**src/rtl/pll_mon_pkg.sv**
```systemverilog
// Shared types and helpers for the PLL lock monitor and its synchronizer.
package pll_mon_pkg;

    typedef enum logic [1:0] {
        WAIT_LOCK = 2'd0,
        STABILIZE = 2'd1,
        HOLD      = 2'd2,
        RUN       = 2'd3
    } mon_state_e;

    // Counter width able to hold 0..max(a,b)-1, never narrower than one bit.
    function automatic int unsigned cnt_width(input int unsigned a, input int unsigned b);
        int unsigned m;
        m = (a > b) ? a : b;
        return (m <= 1) ? 1 : $clog2(m);
    endfunction

endpackage

```
**src/rtl/bit_sync.sv**
```systemverilog
// N-stage single-bit synchronizer for asynchronous level inputs; clears to 0 on reset.
module bit_sync #(
    parameter int unsigned STAGES = 2
) (
    input  logic clk,
    input  logic rst,
    input  logic d,
    output logic q
);

    if (STAGES < 2) begin : g_bad_stages
        $error("bit_sync: STAGES must be >= 2");
    end

    logic [STAGES-1:0] chain_q;

    always_ff @(posedge clk) begin
        if (rst) begin
            chain_q <= '0;
        end else begin
            chain_q <= {chain_q[STAGES-2:0], d};
        end
    end

    assign q = chain_q[STAGES-1];

endmodule

```
**src/rtl/pll_lock_monitor.sv**
```systemverilog
// Qualifies the asynchronous PLL lock and generates a clean reset for the clk_100m domain,
// counting every loss of lock seen while running.
module pll_lock_monitor
    import pll_mon_pkg::*;
#(
    parameter int unsigned SYNC_STAGES       = 2,
    parameter int unsigned STABLE_CYCLES     = 1024,
    parameter int unsigned RESET_HOLD_CYCLES = 16,
    parameter int unsigned LOSS_CNT_W        = 8
) (
    input  logic                  clk_100m,
    input  logic                  rst,
    input  logic                  locked,
    input  logic                  clear_count,
    output logic                  rst_out,
    output logic                  ready,
    output logic                  lock_lost,
    output logic [LOSS_CNT_W-1:0] loss_count
);

    localparam int unsigned CNT_W = cnt_width(STABLE_CYCLES, RESET_HOLD_CYCLES);
    localparam logic [CNT_W-1:0]      STABLE_LAST = CNT_W'(STABLE_CYCLES - 1);
    localparam logic [CNT_W-1:0]      HOLD_LAST   = CNT_W'(RESET_HOLD_CYCLES - 1);
    localparam logic [LOSS_CNT_W-1:0] LOSS_MAX    = '1;

    if (SYNC_STAGES < 2) begin : g_bad_sync
        $error("pll_lock_monitor: SYNC_STAGES must be >= 2");
    end
    if (STABLE_CYCLES < 1) begin : g_bad_stable
        $error("pll_lock_monitor: STABLE_CYCLES must be >= 1");
    end
    if (RESET_HOLD_CYCLES < 1) begin : g_bad_hold
        $error("pll_lock_monitor: RESET_HOLD_CYCLES must be >= 1");
    end
    if (LOSS_CNT_W < 1) begin : g_bad_loss_w
        $error("pll_lock_monitor: LOSS_CNT_W must be >= 1");
    end

    logic                  locked_s;
    mon_state_e            state_q, state_d;
    logic [CNT_W-1:0]      cnt_q, cnt_d;
    logic                  lost_d;
    logic [LOSS_CNT_W-1:0] count_d;

    // Raw lock is only ever observed through this synchronizer.
    bit_sync #(
        .STAGES (SYNC_STAGES)
    ) u_lock_sync (
        .clk (clk_100m),
        .rst (rst),
        .d   (locked),
        .q   (locked_s)
    );

    always_ff @(posedge clk_100m) begin
        if (rst) begin
            state_q    <= WAIT_LOCK;
            cnt_q      <= '0;
            rst_out    <= 1'b1;
            ready      <= 1'b0;
            lock_lost  <= 1'b0;
            loss_count <= '0;
        end else begin
            state_q    <= state_d;
            cnt_q      <= cnt_d;
            rst_out    <= (state_d != RUN);
            ready      <= (state_d == RUN);
            lock_lost  <= lost_d;
            loss_count <= count_d;
        end
    end

    always_comb begin
        state_d = state_q;
        cnt_d   = cnt_q;
        lost_d  = 1'b0;
        count_d = loss_count;

        case (state_q)
            WAIT_LOCK: begin
                cnt_d = '0;
                if (locked_s) begin
                    state_d = STABILIZE;
                end
            end
            STABILIZE: begin
                if (!locked_s) begin
                    state_d = WAIT_LOCK;
                    cnt_d   = '0;
                end else if (cnt_q == STABLE_LAST) begin
                    state_d = HOLD;
                    cnt_d   = '0;
                end else begin
                    cnt_d = cnt_q + CNT_W'(1);
                end
            end
            HOLD: begin
                if (!locked_s) begin
                    state_d = WAIT_LOCK;
                    cnt_d   = '0;
                end else if (cnt_q == HOLD_LAST) begin
                    state_d = RUN;
                    cnt_d   = '0;
                end else begin
                    cnt_d = cnt_q + CNT_W'(1);
                end
            end
            RUN: begin
                cnt_d = '0;
                if (!locked_s) begin
                    state_d = WAIT_LOCK;
                    lost_d  = 1'b1;
                end
            end
            default: begin
                state_d = WAIT_LOCK;
                cnt_d   = '0;
            end
        endcase

        // A loss coinciding with a clear is kept as the first event after the clear.
        if (clear_count) begin
            count_d = lost_d ? LOSS_CNT_W'(1) : '0;
        end else if (lost_d && (loss_count != LOSS_MAX)) begin
            count_d = loss_count + LOSS_CNT_W'(1);
        end
    end

endmodule

```
**config.mk**
```make
export PLATFORM = sky130hd
export DESIGN_NAME = pll_lock_monitor
export DESIGN_NICKNAME = d
export VERILOG_FILES = /design/src/rtl/pll_mon_pkg.sv /design/src/rtl/bit_sync.sv /design/src/rtl/pll_lock_monitor.sv
export SDC_FILE = /design/constraint.sdc
export NUM_CORES = 1
export LEC_CHECK = 0
export CORE_MARGIN = 1.5
export CORE_UTILIZATION = 52
export DETAILED_ROUTE_END_ITERATION = 7
export PLACE_DENSITY = 0.72
export SYNTH_ARGS = -nofsm -noshare
export SYNTH_HDL_FRONTEND = slang
export SYNTH_HIERARCHICAL = 1
export SYNTH_SLANG_ARGS = --single-unit
```
**constraint.sdc**
```tcl
create_clock -name clk_100m -period 1.9 [get_ports clk_100m]
set_input_delay 0.38 -clock clk_100m [delete_from_list [all_inputs] [get_ports clk_100m]]
set_output_delay 0.38 -clock clk_100m [all_outputs]
set_load 0.05 [all_outputs]
```
== Word level (Yosys, flattened, before mapping) ==
Index checks and enable logic that the tools add are counted.
Cells by class
  multipliers: 0
  $lt $le $gt $ge: 0
  bitwise operators: 0
  shift-type cells: 0
  multiplexer cells: 17
  equality and inequality tests: 8
  add/sub/neg operators: 2
  div/mod/pow operators: 0
  reductions and logical operators: 4
Operators with widths (number)
  10-bit 2-to-1 mux: 4
  10-bit one-hot mux with 3 select lines: 1
  8-bit 2-to-1 mux: 2
  2-bit 2-to-1 mux: 6
  10-bit by 1-bit adder with 10-bit output (second input constant): 1
  10-bit == test (second input constant): 1
  10-bit by 4-bit == test with 1-bit output (second input constant): 1
  8-bit by 1-bit adder with 8-bit output (second input constant): 1
  8-bit != test (second input constant): 1
  2-bit one-hot mux with 4 select lines: 1
  2-bit == test (second input constant): 3
  1-bit 2-to-1 mux: 3
  2-bit by 1-bit == test with 1-bit output (second input constant): 1
  2-bit logical NOT: 1
  2-bit != test (second input constant): 1
  2-bit nonzero test: 1
  2-bit OR reduction: 1
  1-bit logical AND: 1
Storage, ports and cells
  RAM bits: 0
  latch bits: 0
  output and inout port bits: 11
  ROM bits: 0
  word-level logic and storage cells: 38
  flip-flop bits (word level): 25
  bits of input ports: 4
  memories: 0

== Depth between registers and ports, before layout ==
Gate-level depths: netlist of the first run.
  depth after elaboration: 5
  gate-level depth with buffers: 5
  mapped depth without buffers: 5

== Modules after synthesis ==
The synthesis of the first run kept the hierarchy.
By module, submodules not included
  pll_lock_monitor: area each 1042.2 µm², seq. area each 460.4 µm², times used 1, cells each 105
  bit_sync: area each 52.6 µm², seq. area each 40.0 µm², times used 1, cells each 4

== Least setup slack after synthesis of the first run ==
No wires, ideal clock.
  path kind: register to register
  from: register loss_count[0]
  to: register loss_count[1]
  required time: 1.778 ns
  path slack: 0.100 ns
  stages on the path, launching flop included: 6
  arrival time: 1.677 ns
  clock period less this slack: 1.800 ns
  path buffers: 0
  setup time: 0.122 ns
  cell sequence: dfxtp_1 ha_1 nand3_1 o21ai_0 mux2i_1 nor2_1
Between the ends
  cells in the longest elaborated chain, start to end: 3
  elaborated cells on any way between the ends: 6
  classes of those cells: 1 x add/sub; 1 x eq/ne; 2 x mux; 2 x reduce/logical
Ends and longest elaborated chain
  start: declaration: line pll_lock_monitor.sv:18  | output logic [LOSS_CNT_W-1:0] loss_count
  start signal: assignment: line pll_lock_monitor.sv:69  | loss_count <= count_d;
  8-bit by 1-bit adder with 8-bit output / 8-bit != test (equally long branches): line pll_lock_monitor.sv:125, pll_lock_monitor.sv:124
  8-bit 2-to-1 mux / 1-bit logical AND (equally long branches): line pll_lock_monitor.sv:124  | end else if (lost_d && (loss_count != LOSS_MAX)) begin
  8-bit 2-to-1 mux / 2-bit nonzero test (equally long branches)
Parallel ways exist; a longest one is shown, timed or not. The select of a mux whose other input is x is not followed.
A chain may end at the register's enable or synchronous reset.

== Worst setup path after layout of the first run ==
  from: register rst_out
  to: output rst_out
RTL lines
  start: declaration: line pll_lock_monitor.sv:15  | output logic rst_out,
  start signal: assignment: line pll_lock_monitor.sv:66  | rst_out <= (state_d != RUN);
No word-level cell between the ends.

==> results of run 1 <==
[power groups by stage]
stage,Clock [W],Sequential [W],Combinational [W]
2_1_floorplan,0,0.000540,0.00000901
3_3_place_gp,0,0.000540,0.0000181
3_5_place_dp,0,0.000540,0.0000184
4_1_cts,0.000236,0.000529,0.0000187
5_1_grt,0.000262,0.000529,0.0000202
6_report,0.000229,0.000529,0.0000184
[synthesized netlist by cell type]
| master | number |
|---|---|
| or3_1 | 2 |
| and3_1 | 4 |
| o211ai_4 | 1 |
| a211oi_1 | 1 |
| nand3_1 | 3 |
| nand2b_1 | 1 |
| ha_1 | 2 |
| a22o_1 | 1 |
| a31oi_1 | 1 |
| nand4bb_1 | 1 |
| mux2i_1 | 2 |
| xnor2_1 | 2 |
| nor3b_1 | 1 |
| xor2_1 | 9 |
| a31oi_2 | 1 |
| buf_6 | 1 |
| nor2b_1 | 5 |
| o21ai_0 | 3 |
| dfxtp_1 | 25 |
| nor4_1 | 1 |
| nor3_1 | 3 |
| a31oi_4 | 1 |
| nand4_4 | 1 |
| a21oi_1 | 3 |
| or2_2 | 1 |
| inv_1 | 3 |
| and4_1 | 3 |
| nor2_1 | 13 |
| a31o_1 | 1 |
| nor3_2 | 1 |
| o211ai_1 | 2 |
| o21bai_1 | 1 |
| nand4_1 | 4 |
| nand2_1 | 3 |
| and3b_1 | 1 |
| clkbuf_1 | 1 |
[layout make-up]
cell class,instances,share of cell area
Clock buffer,4,0.02083
Timing Repair Buffer,14,0.09623
Tap cell,27,0.02679
Inverter,3,0.008929
Sequential cell,25,0.3968
Multi-Input combinational cell,79,0.4504
[how the worst max path moves through the flow]
stage	from	endpoint	slack, ps
6_report	rst_out$_SDFF_PP1_	rst_out	90
5_1_grt	lock_lost$_SDFF_PP0_	lock_lost	40
4_1_cts	ready$_SDFF_PP0_	ready	80
3_5_place_dp	rst	cnt_q[3]$_SDFF_PP0_	180
3_3_place_gp	rst	cnt_q[1]$_SDFF_PP0_	220
2_1_floorplan	loss_count[0]$_SDFFE_PP0P_	loss_count[1]$_SDFFE_PP0P_	100
[timing repair]
item | in CTS | in global routing
setup endpoints to repair | 1 | 0
resized for setup | 1 | 0
hold buffers | 0 | 0
[cell families after synthesis]
group           synth area share
simple gates              0.2629
flops                     0.4571
compound gates            0.1269
xor+xnor                 0.08801
buf+inv                  0.02400
mux                      0.01829
fa+ha+maj                0.02285
[per-layer routing]
layer | share of wire | up-vias | wire length (µm)
met5 | 0 | - | 0
met4 | 0.017 | 0 | 34
met2 | 0.48 | 12 | 932
met3 | 0.027 | 4 | 53
li1 | - | 426 | -
met1 | 0.48 | 381 | 939
[through the flow]
| stage | instance area (µm²) | power, W | hold slack [ps] | setup WS (ps) | std cells |
|---|---|---|---|---|---|
| final | 1261 | 0.0007765 | 474.2 | 91.01 | 152 |
| after global routing | 1261 | 0.0008115 | 492.8 | 39.51 | 152 |
| after floorplan | 1095 | 0.0005487 | 413.8 | 100.5 | 109 |
| after detailed placement | 1236 | 0.0005586 | 435.7 | 176.6 | 148 |
| after global placement | 1236 | 0.0005583 | 438.4 | 215.5 | 148 |
| after CTS | 1261 | 0.0007830 | 472.8 | 81.61 | 152 |
[state kept, by name (all words and copies together), names as in the netlist]
name / flops
cnt_q: 10
lock_lost: 1
loss_count: 8
ready: 1
rst_out: 1
state_q: 2
u_lock_sync/chain_q: 2
==> flow_summary.ini, run 1 <==
[global_route]
first_global_vias = 775
grt_busiest_layer = met2
antenna_found_initial = 0
grt_max_degree = 14
grt_util_met2 = 0.3037
grt_pass1_wl_um = 3470
met1_usage = 0.2451
met3_usage = 0.03681
grt_use_total = 0.1887
overflow = 0

[sta]
relSlewSlack = 0.6752
finalWorstPathRequiredPeriod_ps = 1809
grt_setup_unrepaired = no
worstMarginPinSlew_ps = 485.7
timing.setup.tns_ps = 0
drv_slew = 0
period_share = 0.9521
fin_skew_ps = 5.953
hold_violations = 0
fmax_mhz = 552.8
report.final.setup_viol = 0

[layout]
regArea_um2 = 500.5
layout_commonest_cell = dfxtp_1
drive_above_1_share = 0.1280
syn2layout_area_growth_pct = 15.20
final_cell_mix = dfxtp_1, nor2_1, xor2_1
fill_cells = 167
antenna_cells = 0
fin_util = 0.6364
multi_input_area_um2 = 568.0
nNetsFinal = 132

[logic_synthesis]
yosys_warnings = 6
avgSynthCellArea_um2 = 10.04
synth_nets = 115
netlist.top_cell.by_area = dfxtp_1
synth-seq-cells = 25
seq_area_frac_synth = 0.4571
syn_area_um2 = 1095
ys_top_cells_by_area = dfxtp_1, xor2_1, nor2_1, nor2b_1, and4_1
syn_inst = 109
netlist.area_leader.share = 0.4571
ys_types = 36

[die]
rows = 16
die_area_um2 = 2390
die_w_um = 48.89
core_um2 = 1982
num_io_pins = 15
initial_core_util = 0.5524
die_h_um = 48.89

[routing]
drcViolationCount = 0
via_per_inst = 5.414
firstDrtPassIters = 4
routedWlPerCell_um = 12.89
wl_um = 1959
drtAntennaViolNets = 0
drt_iter0_markers = 11
vias = 823

[flow_run]
maxCapViolCount = 0

[power_and_ir_drop]
switching_share = 0.2034
p_int_w = 0.0006185
power.leakage_nw = 0.4620
p_seq_frac = 0.681
clockPowerShare = 0.296
power_density_nw_per_um2 = 615.6
power.switching_w = 0.0001579
p_comb_frac = 0.024
vdd_drop_max_mv = 0.4313

[min_path]
worstHoldEndpoint = u_lock_sync/chain_q[1]$_SDFF_PP0_
min_path_type = flop to flop
holdPathStages = 1
hold_start = u_lock_sync/chain_q[0]$_SDFF_PP0_

[clock_network]
cts_post_setup_buffers_inserted = 0
cts.sinks = 25
cts_tree = done
path_clk_slew_ps = 130
cts_root_buf = clkbuf_4
clk_latency_ps = 310
clk_path_buf_depth = 2
cts_buffers = 3
h-tree-depth = 1

[setup_path]
path_class = flop to output pin
slowest_delay_ps = 790
critPathCaptureType = output pin
start_kind = flop
reg2reg_from = loss_count[0]$_SDFFE_PP0P_
required_ps = 1520
ff2ff_setup_slack_ps = 290
path_max_fanout = 1
cpLargestDelayFamily = buffers and inverters
crit_buf_inv = 1
worstPathArrival_ps = 1430
r2r_end = loss_count[1]$_SDFFE_PP0P_
crit_chain = clkdlybuf4s50_1
cp.depth = 1
cp_slowest_cell = clkdlybuf4s50_1
ff2ff_path_depth = 5

[placement]
port_buffers = 14
dpl.hpwl_um = 1433
place.gp.congestion = 0.7252

[run_status]
status = completed
(Power assumes the default switching activity.)
==> run 2, diff against run 1 <==
Settings changed: CAP_MARGIN set to 20, CORE_UTILIZATION 52 to 56, PLACE_DENSITY 0.72 to 0.77.
Clock period 1.9 ns to 2.3 ns, I/O delays scaled along.
==> run 2 against run 1 <==
Net effect:
- setup slack gained 100 ps
- cell count shrank 1.3%
- largest cell class unchanged
- clock power shrank 17%
- power shrank 17%
- clock skew grew 1.3 ps
- non-clock buffer count is the same
- count of clock-buffer cells in the layout shrank 1
- via count grew 0.24%
- routed wire length grew 1.3%
- critical path depth is the same
- global-route usage grew 1.5 points
- worst hold slack lost 17 ps
==> flow_summary.ini, run 2 (synthesis results as in run 1) <==
[run_status]
status = completed

[power_and_ir_drop]
p_comb_frac = 0.024
total_power_w = 0.0006431
p_seq_frac = 0.679
clockPowerShare = 0.297
power.switching_w = 0.0001349
p_int_w = 0.0005082
switching_share = 0.2097
power_density_nw_per_um2 = 502.9
vdd_drop_max_mv = 0.4389
power.leakage_nw = 0.4454

[sta]
worstMarginPinSlew_ps = 500.5
timing.setup.tns_ps = 0
relSlewSlack = 0.6653
grt_setup_unrepaired = no
period_share = 0.9164
fmax_mhz = 474.5
hold_violations = 0
fin_skew_ps = 7.244
finalWorstPathRequiredPeriod_ps = 2108
drv_slew = 0
report.final.setup_viol = 0

[layout]
stdcell_count = 150
drive_above_1_share = 0.08000
largest_reg_flops = 10
largest_register = cnt_q
fill_cells = 143
layout_commonest_cell = dfxtp_1
syn2layout_area_growth_pct = 16.80
antenna_cells = 0
multi_input_area_um2 = 568.0
nNetsFinal = 132
final_cell_mix = dfxtp_1, clkdlybuf4s50_1, nor2_1
regArea_um2 = 500.5
top_regs = cnt_q x10, loss_count x8

[setup_path]
r2r_end = loss_count[1]$_SDFFE_PP0P_
worstPathArrival_ps = 1650
reg2reg_from = loss_count[0]$_SDFFE_PP0P_
cp_slowest_cell = clkdlybuf4s50_1
required_ps = 1840
path_class = flop to output pin
path_max_fanout = 6
slowest_delay_ps = 850
cpLargestDelayFamily = buffers and inverters
crit_chain = clkdlybuf4s50_1
crit_buf_inv = 1
ff2ff_path_depth = 5
start_kind = flop
ff2ff_setup_slack_ps = 700
critPathCaptureType = output pin

[min_path]
min_path_type = flop to flop
holdPathStages = 1
hold_start = u_lock_sync/chain_q[0]$_SDFF_PP0_
worstHoldEndpoint = u_lock_sync/chain_q[1]$_SDFF_PP0_

[clock_network]
clk_path_buf_depth = 2
cts.sinks = 25
cts_tree = done
cts_post_setup_buffers_inserted = 0
clk_latency_ps = 310
post_cts_resized = 0
cts_root_buf = clkbuf_4
path_clk_slew_ps = 140
ctsHoldBuffers = 0
cts_buffers = 3
h-tree-depth = 1

[flow_run]
maxCapViolCount = 0

[placement]
dp_cells = 146
port_buffers = 14
place.gp.congestion = 0.7748
dpl.hpwl_um = 1444

[global_route]
grt_use_total = 0.2033
grt_pass1_wl_um = 3042
antenna_found_initial = 0
grt_max_degree = 15
first_global_vias = 690
overflow = 0

[routing]
drtAntennaViolNets = 0
wl_um = 1985
vias = 825
firstDrtPassIters = 4
via_per_inst = 5.500
drcViolationCount = 0
drt_iter0_markers = 12
routedWlPerCell_um = 13.23

[die]
core_um2 = 1783
die_h_um = 47.22
num_io_pins = 15
initial_core_util = 0.6140
die_area_um2 = 2229
rows = 15
die_w_um = 47.22
## run 2: area by class of cell
cell class,instances,share of cell area
multi-input combinational,79,0.4442
sequential,25,0.3914
timing repair buffer,14,0.1096
tap,25,0.02446
clock buffer,3,0.01761
inverter,3,0.008806
clock inverter,1,0.003914
## run 2: stage by stage
step | area [µm²] | setup slack [ps] | util | hold WS [ps]
finish | 1279 | 192.4 | 0.7172 | 457.0
global route | 1279 | 140.8 | 0.7172 | 463.6
CTS | 1279 | 178.7 | 0.7172 | 456.1
detailed placement | 1251 | 452.7 | 0.7018 | 424.6
global placement | 1251 | 541.7 | 0.7018 | 420.1
floorplan | 1095 | 500.5 | - | 413.8
## run 2: power groups by stage
stage,registers (W),logic [W],clock network (W)
global route,0.000437,0.0000166,0.000209
finish,0.000437,0.0000153,0.000191
floorplan,0.000446,0.00000744,0
CTS,0.000437,0.0000153,0.000196
detailed placement,0.000446,0.0000153,0
global placement,0.000446,0.0000149,0
## run 2: how the worst max path moves through the flow
stage	from	to	depth (start not counted)	slack (ps)
final	loss_count[3]$_SDFFE_PP0P_	loss_count[3]	1	190
after global routing	loss_count[3]$_SDFFE_PP0P_	loss_count[3]	1	140
after CTS	loss_count[3]$_SDFFE_PP0P_	loss_count[3]	1	180
after detailed placement	rst	cnt_q[2]$_SDFF_PP0_	5	450
after global placement	loss_count[3]$_SDFFE_PP0P_	loss_count[3]	1	540
after floorplan	loss_count[0]$_SDFFE_PP0P_	loss_count[1]$_SDFFE_PP0P_	5	500
## run 2: metal layers
layer	share of wire	wire, µm	vias up	GRT usage
met1	0.52	1026	373	0.2807
met5	0	0	-	0
li1	-	-	428	-
met4	0.0071	14	0	0.08333
met3	0.032	64	2	0.04615
met2	0.44	880	22	0.3068
==> run 3, diff against run 2 <==
Settings changed: ABC_CLOCK_PERIOD_IN_PS set to 2300.
==> results of run 3 <==
Same layout as run 2: the final DEF is identical, and so are final timing and power.
